==> src/rtl/ri_exec_pipe.sv <==
// ri_exec_pipe: two-stage issue/execute register-immediate pipeline with EX->issue bypass.
module ri_exec_pipe #(
  parameter int N = 32,
  parameter int NREGS = 32
) (
  input  logic         clk,
  input  logic         rst,
  input  logic         in_valid,
  input  logic [31:0]  instruction,
  input  logic [3:0]   alu_op,
  input  logic         reg_write,
  input  logic         alu_src,
  input  logic         xo,
  input  logic         hold,
  input  logic [4:0]   dbg_addr,
  output logic [N-1:0] dbg_data,
  output logic         wb_valid,
  output logic         wb_we,
  output logic [4:0]   wb_reg,
  output logic [N-1:0] wb_data,
  output logic         wb_zero,
  output logic         wb_carry,
  output logic         wb_ovf
);
  localparam int LW = (NREGS > 1) ? $clog2(NREGS) : 1;
  logic [N-1:0] regs [NREGS];
  logic         ex_valid, ex_we;
  logic [4:0]   ex_dest;
  logic [3:0]   ex_op;
  logic [N-1:0] ex_a, ex_b;
  logic [4:0]   ra, rb, rd;
  logic [N-1:0] imm, op_a, op_b, alu_res;
  logic [N:0]   add_r, sub_r;
  logic         alu_carry, alu_ovf;
  logic         unused_ok;
  assign unused_ok = ^instruction[31:26];
  assign ra  = xo ? instruction[20:16] : instruction[25:21];
  assign rd  = xo ? instruction[25:21] : instruction[20:16];
  assign rb  = instruction[15:11];
  assign imm = N'(signed'(instruction[15:0]));
  // Forward the executing result to either issuing read port that names its destination.
  assign op_a = (ex_valid && ex_we && ex_dest[LW-1:0] == ra[LW-1:0]) ? alu_res : regs[ra[LW-1:0]];
  assign op_b = alu_src ? imm :
                (ex_valid && ex_we && ex_dest[LW-1:0] == rb[LW-1:0]) ? alu_res : regs[rb[LW-1:0]];
  assign dbg_data = regs[dbg_addr[LW-1:0]];
  assign add_r = {1'b0, ex_a} + {1'b0, ex_b};
  assign sub_r = {1'b0, ex_a} + {1'b0, ~ex_b} + (N+1)'(1);
  always_comb begin
    alu_res   = '0;
    alu_carry = 1'b0;
    alu_ovf   = 1'b0;
    case (ex_op)
      4'b0000: alu_res = ex_a & ex_b;
      4'b0001: alu_res = ex_a | ex_b;
      4'b0010: begin
        {alu_carry, alu_res} = add_r;
        alu_ovf = (ex_a[N-1] == ex_b[N-1]) && (add_r[N-1] != ex_a[N-1]);
      end
      4'b0110: begin
        {alu_carry, alu_res} = sub_r;
        alu_ovf = (ex_a[N-1] != ex_b[N-1]) && (sub_r[N-1] != ex_a[N-1]);
      end
      4'b0111: alu_res = N'($signed(ex_a) < $signed(ex_b));
      4'b1100: alu_res = ~(ex_a | ex_b);
      default: alu_res = '0;
    endcase
  end
  always_ff @(posedge clk or posedge rst) begin
    if (rst) begin
      ex_valid <= 1'b0;
      ex_we    <= 1'b0;
      ex_dest  <= '0;
      ex_op    <= '0;
      ex_a     <= '0;
      ex_b     <= '0;
      wb_valid <= 1'b0;
      wb_we    <= 1'b0;
      wb_reg   <= '0;
      wb_data  <= '0;
      wb_zero  <= 1'b0;
      wb_carry <= 1'b0;
      wb_ovf   <= 1'b0;
      for (int i = 0; i < NREGS; i++) regs[i] <= '0;
    end else if (!hold) begin
      ex_valid <= in_valid;
      ex_we    <= in_valid & reg_write;
      ex_dest  <= rd;
      ex_op    <= alu_op;
      ex_a     <= op_a;
      ex_b     <= op_b;
      wb_valid <= ex_valid;
      wb_we    <= ex_valid & ex_we;
      if (ex_valid) begin
        wb_reg   <= ex_dest;
        wb_data  <= alu_res;
        wb_zero  <= (alu_res == '0);
        wb_carry <= alu_carry;
        wb_ovf   <= alu_ovf;
      end
      if (ex_valid && ex_we) regs[ex_dest[LW-1:0]] <= alu_res;
    end
  end
endmodule

==> config.mk <==
export PLATFORM = sky130hd
export DESIGN_NAME = ri_exec_pipe
export DESIGN_NICKNAME = d
export VERILOG_FILES = /design/src/rtl/ri_exec_pipe.sv
export SDC_FILE = /design/constraint.sdc
export NUM_CORES = 2
export LEC_CHECK = 0
export CELL_PAD_IN_SITES_DETAIL_PLACEMENT = 0
export CELL_PAD_IN_SITES_GLOBAL_PLACEMENT = 1
export CORE_MARGIN = 2
export CORE_UTILIZATION = 47
export CTS_CLUSTER_SIZE = 8
export DETAILED_ROUTE_END_ITERATION = 12
export GPL_TIMING_DRIVEN = 0
export PLACE_DENSITY = 0.78
export SLEW_MARGIN = 30
export SYNTH_ARGS = -nofsm -noshare
export SYNTH_HDL_FRONTEND = slang
export SYNTH_SLANG_ARGS = --single-unit
==> constraint.sdc <==
create_clock -name clk -period 36.4 [get_ports clk]
set_input_delay 5.46 -clock clk [delete_from_list [all_inputs] [get_ports clk]]
set_output_delay 5.46 -clock clk [all_outputs]
set_load 0.05 [all_outputs]
==> results.md <==
- Status: finished, final reports clean
- Async set-reset flop share out of synthesis: 100%
- NumNets Final: 7041
- Total power: 3.82 mW
- Worst Setup End Kind: output port
- Detail Route Antenna Nets: 0
- Mean Syn Cell Area: 10.8 um^2
- Detailed Route WL: 336 mm
- Reg2reg setup slack: 31.31 ns
- Fillers: 13458
- CP arrival: 9.35 ns
- Post-synth top area share: 40.2%
- Skew-Pair Late Insertion Delay: 0.85 ns
- Post-CTS setup buffer count: 0
- Req. time, crit path: 30.94 ns
- Post-cts hold buffer count: 0
- Worst Hold Launch: wb_reg[3]
- DP HPWL: 255 mm
- WL/cell: 37.6 um
- Post-layout min period: 14.81 ns
- Pins Over Slew Limit: 0
- Final setup TNS: 0 ns
- Number of global-route vias before repair: 61966
- # Max-Cap Violations: 0
- Port bufs: 107
- Layout area overhead: 13.6%
- Core Area: 0.150 mm^2
- Post-synth top flop: dfrtp_1
- Hold/Removal Path Class: reg2reg
- Slew headroom: 20.0%
- Placed Instance Area: 0.0762 mm^2
- Kind of critical path: in2out
- Seq/Total Area, Yosys: 40.2%
- First-pass GRT wire length: 469 mm
- DR pass1 iterations: 7
- I/O pins: 122
- Hold path cells: 2
- Final instance area: 0.0807 mm^2
- Final WS setup: 21.59 ns
- Number of synthesized register bits: 1141
- Top reg by flops: regs
- DRC Markers: 0
- CTS max path bufs: 3
- Vias: 63526
- Congestion Overflow GR: 0
- RSZ-0062 raised after global routing: no
- Flip-flop count of the largest register after layout: 1024
- Final period utilization: 40.7%
- Initial DRC count: 9144
- Worst Clk Skew: 0.0388 ns
- Mapped Cells: 6552
- Num Clock Sinks: 1141
- Clk Tree Root Cell: clkbuf_16
- Largest net degree at the start of global routing: 31
- Die area: 0.154 mm^2
- Reg2Reg Depth: 12
- Post-Place Setup Slack: 21.46 ns
- Largest area contributor in the netlist: dfrtp_1
- Gr usage total: 43.9%
- CTS resizes: 0
- Crit start category: input pin
- Via density: 7.11
- Pleak: 32.4 nW
- Post-synth EDFFs: 0
- Net Count, Synth: 6703
- Worst reg2reg endpoint: wb_zero
- Area contributors post-synth: dfrtp_1, mux4_2, o21ai_0
- Hold Vio Cnt, Final: 0
- CTS Buf Count: 162
- Fmax: 67.5 MHz
- CTS tree: yes
- # rows: 142
- H-Tree Depth: 4
- Warning count from the yosys run: 0
- Worst slew pin tran: 1.20 ns
- Commonest non-fill, non-tap cell in the layout: nand2_1
- GPL Wtd Cong: 1.04
- Worst Path Max Fanout: 10
- Layout cells sized above 1: 21.1%
- Cell Pwr Density: 47.4 mW/mm^2
- Initial antenna violation count: 20
- Die Height: 393 um
- Reg2Reg Launch Point: ex_op[2]
- Most frequent cells in the layout: nand2_1, o21ai_0, dfrtp_1
- Starting density of the core: 47.3%
- Hold endpoint: wb_reg[3]
- VDD IR max: 0.0000518 V
- Reg clk slew, reported paths: 0.04 ns
- Post-Synthesis Cell Area: 0.0710 mm^2
- Final Setup Violations: 0
- Synth unique cells: 106
- Width of the chip: 393 um
## cell families after synthesis
family	after synthesis	share of synthesized area [%]
AO/OA/AOI/OAI	1623	12.9
XOR/XNOR	16	0.197
adder cells (fa/ha/maj)	103	1.84
buffers and inverters	747	4.12
flip-flops	1141	40.2
multiplexers	952	29.3
AND/OR/NAND/NOR	1970	11.4
## per-stage QoR
stage | utilization [%] | hold slack (ns) | cells
final | 53.8 | 0.470 | 8933
after global routing | 53.8 | 0.496 | 8927
after CTS | 53.7 | 0.475 | 8925
after detailed placement | 50.8 | 0.462 | 8740
after global placement | 49.7 | 0.461 | 8675
after floorplan | - | 0.475 | 6552
## routing by layer
| layer | up-vias | GRT usage [%] | share of wire (%) |
|---|---|---|---|
| li1 | 24895 | - | - |
| met2 | 5319 | 63.3 | 43 |
| met4 | 24 | 27.2 | 7.6 |
| met5 | - | 0.766 | 0.085 |
| met3 | 1240 | 20.8 | 16 |
| met1 | 32048 | 52.9 | 34 |
## final cells by class
class	count	area, um^2	area share (%)
antenna	6	15.0	0.0186
buffer	650	2700	3.35
clock buffer	174	4250	5.26
clock inverter	11	143	0.177
inverter	97	368	0.456
multi-input combinational	4664	39700	49.2
sequential	1141	28600	35.4
tap	2016	2520	3.13
timing repair buffer	174	2450	3.04
## worst max-delay path, cell delays in order
cell	delay [ns]
clkbuf_1	0.28
buf_2	0.57
buf_1	0.74
mux4_2	0.66
mux4_2	0.55
mux2_2	0.34
clkdlybuf4s50_1	0.71
## worst max-delay path by stage
stage | endpoint | depth (start not counted) | start | slack, ns
floorplan | ex_a[0] | 1 | rst | 15.19
global route | dbg_data[10] | 7 | dbg_addr[0] | 21.53
global placement | regs[325] | 2 | rst | 7.65
finish | dbg_data[9] | 7 | dbg_addr[0] | 21.59
detailed placement | dbg_data[16] | 7 | dbg_addr[0] | 21.46
CTS | dbg_data[16] | 7 | dbg_addr[0] | 21.45
## cell usage after synthesis, drive strengths merged (7+ instances only)
library cell / number
nor3b: 7
and3: 15
a21oi: 130
o22ai: 16
and4: 7
a21o: 14
a22oi: 25
clkbuf: 516
a31oi: 26
a211oi: 46
nand2b: 15
buf: 134
nor4: 8
mux4: 897
nor2b: 14
o21a: 10
or2: 7
o31ai: 13
nor3: 25
mux2: 42
dfrtp: 1141
nand2: 1495
ha: 101
a311oi: 15
xnor2: 11
o221ai: 10
o211ai: 17
nand3: 159
and2: 30
a221o: 12
nor2: 159
nand4: 14
inv: 97
a221oi: 14
o21bai: 7
mux2i: 13
o21ai: 1211
## power by group
part	switching (mW)	total [mW]	internal, mW
sequential	0.0900	1.44	1.35
combinational	0.649	0.953	0.304
clock	0.609	1.42	0.814
total	1.35	3.82	2.47
(Power assumes the default switching activity.)
